--- src/rtl/stack_pkg.sv ---
// Shared constants for the LIFO stack board: data width, capacity and the
// command FSM state encoding.
package stack_pkg;

  localparam int unsigned STACK_DW    = 4;
  localparam int unsigned STACK_DEPTH = 8;

  // Command FSM state encoding
  localparam logic [1:0] IDLE     = 2'd0;
  localparam logic [1:0] PUSH     = 2'd1;
  localparam logic [1:0] POP      = 2'd2;
  localparam logic [1:0] WAIT_REL = 2'd3;

endpackage

--- src/rtl/btn_debounce.sv ---
// Pushbutton conditioner: 2-FF synchroniser, stability counter, debounced
// level and a single-cycle press event on each accepted 0->1 transition.
module btn_debounce #(
  parameter int unsigned DEB_CYCLES = 500000
) (
  input  logic clk,
  input  logic rstn,
  input  logic btn_raw,
  output logic level,
  output logic press
);

  localparam int unsigned CntW = (DEB_CYCLES > 1) ? $clog2(DEB_CYCLES) : 1;
  localparam logic [CntW-1:0] CntLast = CntW'(DEB_CYCLES - 1);

  logic            sync1_q, sync2_q;
  logic [CntW-1:0] cnt_q, cnt_d;
  logic            level_q, level_d;
  logic            press_q, press_d;

  // Two-stage synchroniser for the asynchronous button input
  always_ff @(posedge clk or negedge rstn) begin
    if (!rstn) begin
      sync1_q <= 1'b0;
      sync2_q <= 1'b0;
    end else begin
      sync1_q <= btn_raw;
      sync2_q <= sync1_q;
    end
  end

  // Count consecutive samples differing from the accepted level; flip once stable
  always_comb begin
    cnt_d   = '0;
    level_d = level_q;
    press_d = 1'b0;
    if (sync2_q != level_q) begin
      if (cnt_q == CntLast) begin
        level_d = sync2_q;
        press_d = sync2_q;
      end else begin
        cnt_d = cnt_q + 1'b1;
      end
    end
  end

  // Stability counter, debounced level and press event registers
  always_ff @(posedge clk or negedge rstn) begin
    if (!rstn) begin
      cnt_q   <= '0;
      level_q <= 1'b0;
      press_q <= 1'b0;
    end else begin
      cnt_q   <= cnt_d;
      level_q <= level_d;
      press_q <= press_d;
    end
  end

  assign level = level_q;
  assign press = press_q;

endmodule

--- src/rtl/stack_cmd_ctrl.sv ---
// Front end for the board LIFO stack: turns debounced push/pop buttons into
// single-cycle strobes gated by full/empty, tracks depth and error flags.
module stack_cmd_ctrl
  import stack_pkg::*;
#(
  parameter int unsigned DW         = STACK_DW,
  parameter int unsigned DEPTH      = STACK_DEPTH,
  parameter int unsigned DEB_CYCLES = 500000
) (
  input  logic                       clk,
  input  logic                       rstn,
  input  logic                       btn_push,
  input  logic                       btn_pop,
  input  logic [DW-1:0]              sw_data,
  input  logic                       stack_full,
  input  logic                       stack_empty,
  output logic                       stack_push,
  output logic                       stack_pop,
  output logic [DW-1:0]              stack_din,
  output logic [$clog2(DEPTH+1)-1:0] depth,
  output logic                       err_overflow,
  output logic                       err_underflow
);

  localparam int unsigned DepthW = $clog2(DEPTH + 1);
  localparam logic [DepthW-1:0] DepthMax = DepthW'(DEPTH);

  logic              push_lvl, push_ev, pop_lvl, pop_ev;
  logic [1:0]        state_q, state_d;
  logic              push_q, push_d, pop_q, pop_d;
  logic [DW-1:0]     din_q, din_d;
  logic [DepthW-1:0] depth_q, depth_d;
  logic              ovf_q, ovf_d, unf_q, unf_d;

  btn_debounce #(.DEB_CYCLES(DEB_CYCLES)) u_deb_push (
    .clk     (clk),
    .rstn    (rstn),
    .btn_raw (btn_push),
    .level   (push_lvl),
    .press   (push_ev)
  );

  btn_debounce #(.DEB_CYCLES(DEB_CYCLES)) u_deb_pop (
    .clk     (clk),
    .rstn    (rstn),
    .btn_raw (btn_pop),
    .level   (pop_lvl),
    .press   (pop_ev)
  );

  // Command FSM; strobes, depth and flags are computed on entry to PUSH/POP
  always_comb begin
    state_d = state_q;
    push_d  = 1'b0;
    pop_d   = 1'b0;
    din_d   = din_q;
    depth_d = depth_q;
    ovf_d   = ovf_q;
    unf_d   = unf_q;
    case (state_q)
      IDLE: begin
        if (push_ev && pop_ev) begin
          // Simultaneous requests are ambiguous: drop both silently
          state_d = WAIT_REL;
        end else if (push_ev) begin
          if (!stack_full) begin
            state_d = PUSH;
            push_d  = 1'b1;
            din_d   = sw_data;
            ovf_d   = 1'b0;
            unf_d   = 1'b0;
            if (depth_q != DepthMax) depth_d = depth_q + 1'b1;
          end else begin
            ovf_d   = 1'b1;
            state_d = WAIT_REL;
          end
        end else if (pop_ev) begin
          if (!stack_empty) begin
            state_d = POP;
            pop_d   = 1'b1;
            ovf_d   = 1'b0;
            unf_d   = 1'b0;
            if (depth_q != '0) depth_d = depth_q - 1'b1;
          end else begin
            unf_d   = 1'b1;
            state_d = WAIT_REL;
          end
        end
      end
      PUSH, POP: state_d = WAIT_REL;
      WAIT_REL: begin
        // Held buttons never repeat: require full release first
        if (!push_lvl && !pop_lvl) state_d = IDLE;
      end
      default: state_d = IDLE;
    endcase
  end

  // State and registered outputs
  always_ff @(posedge clk or negedge rstn) begin
    if (!rstn) begin
      state_q <= IDLE;
      push_q  <= 1'b0;
      pop_q   <= 1'b0;
      din_q   <= '0;
      depth_q <= '0;
      ovf_q   <= 1'b0;
      unf_q   <= 1'b0;
    end else begin
      state_q <= state_d;
      push_q  <= push_d;
      pop_q   <= pop_d;
      din_q   <= din_d;
      depth_q <= depth_d;
      ovf_q   <= ovf_d;
      unf_q   <= unf_d;
    end
  end

  assign stack_push    = push_q;
  assign stack_pop     = pop_q;
  assign stack_din     = din_q;
  assign depth         = depth_q;
  assign err_overflow  = ovf_q;
  assign err_underflow = unf_q;

endmodule

--- config.mk ---
export PLATFORM = sky130hd
export DESIGN_NAME = stack_cmd_ctrl
export DESIGN_NICKNAME = d
export VERILOG_FILES = /design/src/rtl/stack_pkg.sv /design/src/rtl/btn_debounce.sv /design/src/rtl/stack_cmd_ctrl.sv
export SDC_FILE = /design/constraint.sdc
export NUM_CORES = 1
export LEC_CHECK = 0
export CAP_MARGIN = 20
export CORE_UTILIZATION = 43
export CTS_BUF_LIST = sky130_fd_sc_hd__clkbuf_4 sky130_fd_sc_hd__clkbuf_8
export DETAILED_ROUTE_END_ITERATION = 10
export HOLD_SLACK_MARGIN = 0.06
export SLEW_MARGIN = 25
export SYNTH_ARGS = -nofsm -noshare
export SYNTH_HDL_FRONTEND = slang
export SYNTH_SLANG_ARGS = --single-unit
--- constraint.sdc ---
create_clock -name clk -period 2.4 [get_ports clk]
set_input_delay 0.36 -clock clk [delete_from_list [all_inputs] [get_ports clk]]
set_output_delay 0.36 -clock clk [all_outputs]
set_load 0.02 [all_outputs]
==> Word level (Yosys, flattened, before mapping) <==
Cells that the tools add are included.
{ "classes": {"addsub": 4, "n_mux": 38, "bitwise_logic": 2, "n_reduce_logical": 16, "eq_ne": 13} }
{ "op_table": {"columns": ["cell", "n"], "rows": [
  ["$mux W19", 4],
  ["$add A19 B1 Y19 const B", 2],
  ["$eq A19 B19 Y1 const B", 2],
  ["$mux W4", 6],
  ["$mux W1", 22],
  ["$reduce_and A4 Y1", 3],
  ["$mux W2", 5],
  ["$reduce_and A7 Y1", 1],
  ["$ne A2 B2 Y1 const B", 3],
  ["$pmux W2 S3", 1],
  ["$reduce_and A2 Y1", 3],
  ["$add A4 B1 Y4 const B", 1],
  ["$eq A2 B2 Y1 const B", 2],
  ["$ne A4 B2 Y1 const B", 1],
  ["$ne A4 B4 Y1 const B", 1],
  ["$reduce_bool A2 Y1", 2],
  ["$reduce_bool A4 Y1", 1],
  ["$sub A4 B1 Y4 const B", 1],
  ["$eq A2 B1 Y1 const B", 1],
  ["$logic_and A1 B1 Y1", 2],
  ["$logic_not A1 Y1", 2],
  ["$logic_not A2 Y1", 1],
  ["$ne A1 B1 Y1", 2],
  ["$ne A2 B1 Y1 const B", 1],
  ["other kinds (2)", 3]
]} }
{ "totals": {"reg_bits": 60, "in_bits": 10, "out_inout_bits": 12, "elab_cells": 90} }

==> Logic depth before layout (Yosys ltp) <==
Gate-level depths: netlist (run 1).
{ "depth": {"depth_word": 5, "mapped_depth": 7, "depth_no_buf": 6} }

==> Hierarchy <==
A second synthesis (run 1) with hierarchy kept.
{ "unflattened": {"hier_cells": 279, "area_unflattened_um2": 3031.7} }
{ "modules_own_cells": {"columns": ["mod", "seq_area_each_um2", "instances", "cells_each", "area_each_um2"], "rows": [
  ["btn_debounce (u_deb_pop)", 575.6, 1, 106, 1144.8],
  ["btn_debounce (u_deb_push)", 575.6, 1, 110, 1118.6],
  ["stack_cmd_ctrl", 350.3, 1, 63, 768.2]
]} }

==> Least setup slack after synthesis (run 1) <==
OpenSTA, ideal clock, no wires.
{ "synth_timing": {"path_type": "reg-to-reg", "startpoint": "register u_deb_push.cnt_q[14]", "endpoint": "register u_deb_push.level_q (netlist: u_deb_push.level)", "arrival_time_ps": 1912, "period_less_slack_ps": 2036, "stages_incl_launch_ff": 5, "setup_ps": 125, "required_time_ps": 2275, "slack_ps": 364, "n_path_buf": 0, "cell_sequence": "dfrtp_1 > or4_1 > or4_4 > nor2_1 > mux2_2"} }
{ "synth_between": {"elab_chain_len": 2} }
{ "synth_lines": {"columns": ["element", "line", "rtl"], "rows": [
  ["start, declared", "btn_debounce.sv:17", "logic [CntW-1:0] cnt_q, cnt_d;"],
  ["start signal, assigned", "btn_debounce.sv:54", "cnt_q <= cnt_d;"],
  ["$eq A19 B19 Y1", "btn_debounce.sv:38", "if (cnt_q == CntLast) begin"],
  ["$reduce_and A2 Y1 (no line)", null, null],
  ["end signal, assigned", "btn_debounce.sv:55", "level_q <= level_d;"],
  ["end, declared", "btn_debounce.sv:18", "logic level_q, level_d;"]
]} }
No other way between the ends.
A chain may end at the register's enable or synchronous reset.

==> Worst setup path in the final report (run 1) <==
Same ends and word-level chain as after synthesis.

==> reports/qor.txt, run 1 <==
die width: 84.0 um
CTS tree: built
DP Worst Slack: 282 ps
H-tree Lvls: 3
# fillers: 563
antenna cells: 0
uppermost layer routed: met4
Net Count, Synth: 292
first-pass GRT wire length: 9600 um
Worst Path Max Fanout: 4
Die Ht: 84.0 um
length of routed wiring on met1: 2690 um
GRT overflow: 0
Met2 Routed Length: 2460 um
crit-path max cell delay: 560 ps
worst-case clock buffer depth: 2
CP endpoint kind: register
most frequent cells after synthesis: 60 x dfrtp_1, 39 x nor2_1, 25 x xnor2_1
CP Cell Sequence: or4_1 > or4_4 > nor2_1 > mux2_2
die outline area: 7050 um2
Final #Nets: 330
r2r setup slk: 270 ps
DR vias: 2082
Slew headroom: 73.6%
vias in the first global route: 2093
total I/O pin count: 22
Avg Inst Size Synth: 10.5 um2
Hold WC Path Type: reg -> reg
latest clock arrival within the worst-skew pair: 330 ps
maximum VDD drop: 462 uV
non-filler cells, final: 393
WL per Instance: 13.7 um
Root Buffer Master: clkbuf_8
IO buf count: 21
placed inst area: 3250 um2
FMAX: 470 MHz
FF+latch area: 1500 um2
top-count cell post-synth: dfrtp_1
initial core utilization: 45.0%
Synth Instances: 274
post-synth top area share: 52.0%
Cells after DPL: 377
initial DRC count: 80
Period Utilization, post-route: 88.7%
Seq cells post-synth: 60
Core Area: 6420 um2
critical setup path kind: reg -> reg
fin util: 54.3%
largest net degree at the start of global routing: 61
# setup viols final: 0
DRT Pass-1 Iters: 7
setup ws final: 270 ps
Area contributors post-synth: dfrtp_1 52%, xnor2_1 7.6%, nor2_1 5.1%
drt total wl: 5370 um
Slew Viols, Final: 0
leakage power: 1.45 nW
min Tclk post-route: 2130 ps
metal3 WL: 188 um
Yosys top cell by area: dfrtp_1
CP Data Required Time: 2610 ps
Design Area, Final: 3490 um2
layout cells sized above 1: 13.6%
Slew @ Worst Pin: 392 ps
CTS Buf Count: 9
synth warn: 0
clk_skew: 8.15 ps
maxcap violations: 0
Reg clk slew, reported paths: 70 ps
Area growth, synth to finish: 20.8%
PostCTS Resize Cnt: 0
via density per instance: 5.30
Final Hold Fails: 0
critical path's slowest cell: or4_4
RSZ-0062 raised after global routing: no
Min Hold Slack: 356 ps
number of flops mapped to enable cells by yosys: 0
Async SR Flop Fraction: 100%
row cnt: 29
setup TNS: 0 ps
critical path data arrival time: 2340 ps
CTS sink cnt: 60
Multi-input gate area: 1330 um2
violated checks: DRC
sequential fraction of the synthesis area: 52.0%
Synth cell types: 41
status: finished with violations
post-route ant nets: 0
DRC: 4
GRT Overall Usage: 17.3%
synthesized cell area: 2890 um2
P per Cell Area: 608 nW/um2
dpl hpwl: 3710 um
gpl congestion: 0.837
Post-synth top flop: dfrtp_1
type of origin of the critical path: register
initial antenna violation count: 0
Power Total: 2.12 mW
worst max-delay path, delay by kind of cell, from the launching register on:
| kind | cells | cell delay [ps] |
|---|---|---|
| simple gates | 3 | 1240 |
| mux | 1 | 350 |
| flops | 1 | 420 |
final cells by class:
| cell class | instances | share of cell area, % |
|---|---|---|
| Sequential cell | 60 | 43.0 |
| Tap cell | 77 | 2.76 |
| Clock buffer | 11 | 4.34 |
| Inverter | 11 | 1.18 |
| Clock inverter | 4 | 2.08 |
| Timing Repair Buffer | 30 | 8.61 |
| Multi-Input combinational cell | 200 | 38.0 |
sequential cells by signal, summed over array words and instances, names as in the netlist:
| signal | count |
|---|---|
| depth | 4 |
| err_overflow | 1 |
| err_underflow | 1 |
| stack_din | 4 |
| stack_pop | 1 |
| stack_push | 1 |
| state_q | 2 |
| u_deb_pop.cnt_q | 19 |
| u_deb_pop.level | 1 |
| u_deb_pop.press | 1 |
| u_deb_pop.sync1_q | 1 |
| u_deb_pop.sync2_q | 1 |
| u_deb_push.cnt_q | 19 |
| u_deb_push.level | 1 |
| u_deb_push.press | 1 |
| u_deb_push.sync1_q | 1 |
| u_deb_push.sync2_q | 1 |
placed cells by master, fill, tap and decap left out, types with 2 or more instances in the layout:
cell type / netlist / final
a21oi_1: 14 / 14
and3_1: 2 / 2
buf_12: 0 / 2
buf_4: 0 / 6
bufinv_16: 0 / 2
clkbuf_8: 0 / 11
clkdlybuf4s50_1: 0 / 20
dfrtp_1: 60 / 60
ha_1: 7 / 7
inv_1: 11 / 11
mux2_2: 9 / 9
nand2_1: 14 / 14
nand3_1: 14 / 14
nand4_1: 7 / 7
nor2_1: 39 / 39
nor3_1: 10 / 10
nor4_1: 8 / 8
nor4bb_1: 3 / 3
o21ai_0: 6 / 6
o22ai_1: 2 / 2
o31ai_1: 2 / 2
o41ai_1: 2 / 2
or2_2: 4 / 4
or3_1: 5 / 5
or4_1: 4 / 4
xnor2_1: 25 / 25
xor2_1: 7 / 7
routing by layer:
| metal | up-vias | track usage, % |
|---|---|---|
| met5 | - | 0 |
| met1 | 998 | 23.3 |
| met2 | 37 | 26.0 |
| li1 | 1045 | - |
| met3 | 2 | 5.54 |
| met4 | 0 | 6.58 |
what timing repair did:
item | CTS | global route
hold endpoints to repair | 60 | 0
setup buffers | 0 | 0
hold buffers | 1 | 0
setup endpoints to repair | 0 | 0
power by group:
part / leakage [nW] / switching (mW) / total [mW] / internal (mW)
logic: 0.525 / 0.0418 / 0.0749 / 0.0331
clock network: 0.111 / 0.376 / 1.01 / 0.634
registers: 0.814 / 0.0123 / 1.04 / 1.02
cells by family (layout without fill, tap and decap cells):
family	count (synthesis)	in the layout	synth area share, %
and+or+nand+nor	120	120	21.9
DFF	60	60	52.0
xor gates and xnor gates	32	32	9.71
adders and majority gates	8	8	3.73
AOI/OAI and AO/OA	30	30	6.67
muxes	10	10	3.86
buffers and inverters	14	56	2.12
final timing paths:
check	start	to	cells after the start
max	u_deb_push.cnt_q[14]$_DFF_PN0_	u_deb_push.level$_DFFE_PN0P_	4
min	u_deb_push.sync1_q$_DFF_PN0_	u_deb_push.sync2_q$_DFF_PN0_	0
max reg2reg	u_deb_push.cnt_q[14]$_DFF_PN0_	u_deb_push.level$_DFFE_PN0P_	4
min reg2reg	u_deb_push.sync1_q$_DFF_PN0_	u_deb_push.sync2_q$_DFF_PN0_	0
max in group asynchronous	rstn	u_deb_push.cnt_q[0]$_DFF_PN0_	3
min in group asynchronous	rstn	u_deb_pop.cnt_q[5]$_DFF_PN0_	3
No activity file was read; power rests on OpenSTA's default activity.
==> inputs of run 2 (changes only) <==
Settings changed: GPL_TIMING_DRIVEN from default to 0.
==> run 2 against run 1 <==
The flow still finishes with violations (DRC); largest power group unchanged; worst setup slack got worse by 77 ps; highest routed layer unchanged; via count rose by 0.24%; clock skew rose by 3.7 ps; final area fell by 1.6%; largest cell class unchanged; non-clock buffer count fell by 1; global-route usage fell by 0.42 points; maximum frequency fell by 3.5%; combinational power rose by 2%; sequential power barely moved; register-to-register slack got worse by 80 ps; critical endpoint is now u_deb_push.cnt_q[8]$_DFF_PN0_; die area did not move.
==> reports/qor.txt, run 2 (synthesis gave the netlist of run 1 again) <==
maxcap violations: 0 (unchanged)
critical path data arrival time: 2420 ps (+80 ps)
Gate power share: 4.0% (+0.5 points)
Period Utilization, post-route: 91.9% (+3.2 points)
GRT Overall Usage: 16.9% (-0.42 points)
Worst Path Max Fanout: 10 (+6)
Largest regs: u_deb_pop.cnt_q (19), u_deb_push.cnt_q (19)
CP Data Required Time: 2620 ps (about the same)
# setup viols final: 0 (unchanged)
violated checks: DRC
IO buf count: 21 (unchanged)
DRT Pass-1 Iters: 7 (unchanged)
leakage power: 1.44 nW (-0.82%)
layout cells sized above 1: 13.0% (-0.59 points)
Slew headroom: 61.5% (-12 points)
type of origin of the critical path: register
commonest cells after routing, fill and taps aside: 60 x dfrtp_1, 39 x nor2_1, 25 x xnor2_1, 20 x clkdlybuf4s50_1
clk_skew: 11.8 ps (+3.68 ps)
switching pwr: 0.419 mW (-2.5%)
latest clock arrival within the worst-skew pair: 330 ps (about the same)
most common cell after layout, fill and taps aside: dfrtp_1
Reg clk slew, reported paths: 60 ps (about the same)
gpl congestion: 0.759 (-9.3%)
clock share of power: 42.2% (-5.4 points)
critical path's slowest cell: or4_4
P_int: 1.50 mW (-11%)
via density per instance: 5.32 (+0.50%)
Area growth, synth to finish: 18.8%
dpl hpwl: 3630 um (-2.3%)
min Tclk post-route: 2210 ps (+77.0 ps)
P per Cell Area: 560 nW/um2 (-7.9%)
H-tree Lvls: 3 (unchanged)
r2r setup slk: 190 ps (-80 ps)
sequential power share: 53.9% (+5.1 points)
total I/O pin count: 22 (unchanged)
status: finished with violations
CTS sink cnt: 60 (unchanged)
Sw Share: 21.8% (+1.5 points)
Final Hold Fails: 0 (unchanged)
first-pass GRT wire length: 9440 um (-1.7%)
GRT overflow: 0 (unchanged)
DRC: 3 (-1)
row cnt: 29 (unchanged)
crit-path max cell delay: 570 ps (about the same)
largest net degree at the start of global routing: 40 (-34%)
antenna cells: 0 (unchanged)
CTS Buf Count: 9 (unchanged)
die width: 84.0 um (unchanged)
Core Area: 6420 um2 (unchanged)
Slew Viols, Final: 0 (unchanged)
maximum VDD drop: 319 uV (-31%)
initial DRC count: 93 (+16%)
Slew @ Worst Pin: 569 ps (+177 ps)
Root Buffer Master: clkbuf_8
FMAX: 453 MHz (-3.5%)
DR vias: 2087 (+0.24%)
CTS tree: built
Power Total: 1.92 mW (-9.3%)
CP endpoint kind: register
Final #Nets: 329 (-0.30%)
Crit path max-delay family: simple AND/OR/NAND/NOR gates
initial core utilization: 45.0% (unchanged)
Critical path buffers and inverters: 1 (+1)
die outline area: 7050 um2 (unchanged)
post-route ant nets: 0 (unchanged)
vias in the first global route: 2075 (-0.86%)
Hold WC Path Type: reg -> reg
initial antenna violation count: 0 (unchanged)
RSZ-0062 raised after global routing: no
# fillers: 578 (+2.7%)
Min Hold Slack: 377 ps (+21.6 ps)
CP Cell Sequence: or4_1 > or4_4 > o21ai_4 > buf_6 > nor2_1
WL per Instance: 13.4 um (-1.6%)
worst-case clock buffer depth: 2 (unchanged)
Die Ht: 84.0 um (unchanged)
drt total wl: 5270 um (-1.8%)
critical setup path kind: reg -> reg
## run 2: final timing paths
path / depth (start not counted) / startpoint / endpoint
setup / recovery: 5 / u_deb_push.cnt_q[14]$_DFF_PN0_ / u_deb_push.cnt_q[8]$_DFF_PN0_
hold / removal: 0 / u_deb_push.sync1_q$_DFF_PN0_ / u_deb_push.sync2_q$_DFF_PN0_
setup reg to reg: 5 / u_deb_push.cnt_q[14]$_DFF_PN0_ / u_deb_push.cnt_q[8]$_DFF_PN0_
hold reg to reg: 0 / u_deb_push.sync1_q$_DFF_PN0_ / u_deb_push.sync2_q$_DFF_PN0_
max in group asynchronous: 3 / rstn / u_deb_push.cnt_q[13]$_DFF_PN0_
min in group asynchronous: 2 / rstn / u_deb_pop.cnt_q[5]$_DFF_PN0_
## run 2: worst reg2reg max path, stage by stage (launching register included)
cell     delay, ps
dfrtp_1        430
or4_1          550
or4_4          570
o21ai_4        300
buf_6          190
nor2_1          60
## run 2: what timing repair did
| item | 4_1_cts | 5_1_grt |
|---|---|---|
| hold buffers | 1 | 0 |
| setup endpoints to repair | 10 | 10 |
| gates cloned | 0 | 0 |
| buffers inserted | 0 | 3 |
| pin swaps | 0 | 1 |
| endpoints found under the hold margin | 21 | 0 |
| gates resized for setup | 1 | 0 |
## run 2: metal layers
| layer | part of all wire [%] | track usage, % | vias to the layer above |
|---|---|---|---|
| li1 | - | - | 1037 |
| met1 | 51 | 23.0 | 998 |
| met2 | 44 | 24.8 | 41 |
| met3 | 3.2 | 4.15 | 11 |
| met4 | 1.9 | 8.78 | 0 |
| met5 | 0 | 0 | - |
## run 2: layout make-up
type	count	area [um2]	area share (%)
flip-flops and latches	60	1500	43.7
multi-input cells	200	1340	38.9
repair buffers	26	260	7.58
clock buffers	13	166	4.85
well taps	77	96.3	2.81
inverters	11	41.3	1.20
plain buffers	3	20.0	0.583
clock inverters	2	10.0	0.292
## run 2: power groups by stage
stage / Sequential (mW) / Clock (mW) / Combinational, mW
final: 1.04 / 0.811 / 0.0764
after detailed placement: 1.05 / 0 / 0.0728
after CTS: 1.03 / 0.839 / 0.0756
after global routing: 1.04 / 0.885 / 0.0881
after floorplan: 1.05 / 0 / 0.0267
after global placement: 1.05 / 0 / 0.0688
## run 2: through the flow
| stage | setup WS (ps) | area, um2 | setup TNS, ps | util, % | std cells |
|---|---|---|---|---|---|
| after floorplan | 364 | 2890 | 0 | - | 274 |
| after global placement | -975 | 3190 | -59170 | 49.7 | 372 |
| after detailed placement | -127 | 3210 | -1180 | 50.0 | 373 |
| after CTS | 71.7 | 3410 | 0 | 53.1 | 389 |
| after global routing | 90.9 | 3430 | 0 | 53.4 | 392 |
| final | 193 | 3430 | 0 | 53.4 | 392 |
==> inputs of run 3 (changes only) <==
Settings changed: CTS_CLUSTER_DIAMETER from default to 40.
==> results of run 3 <==
No change in the layout: final DEF, timing and power equal those of run 2.
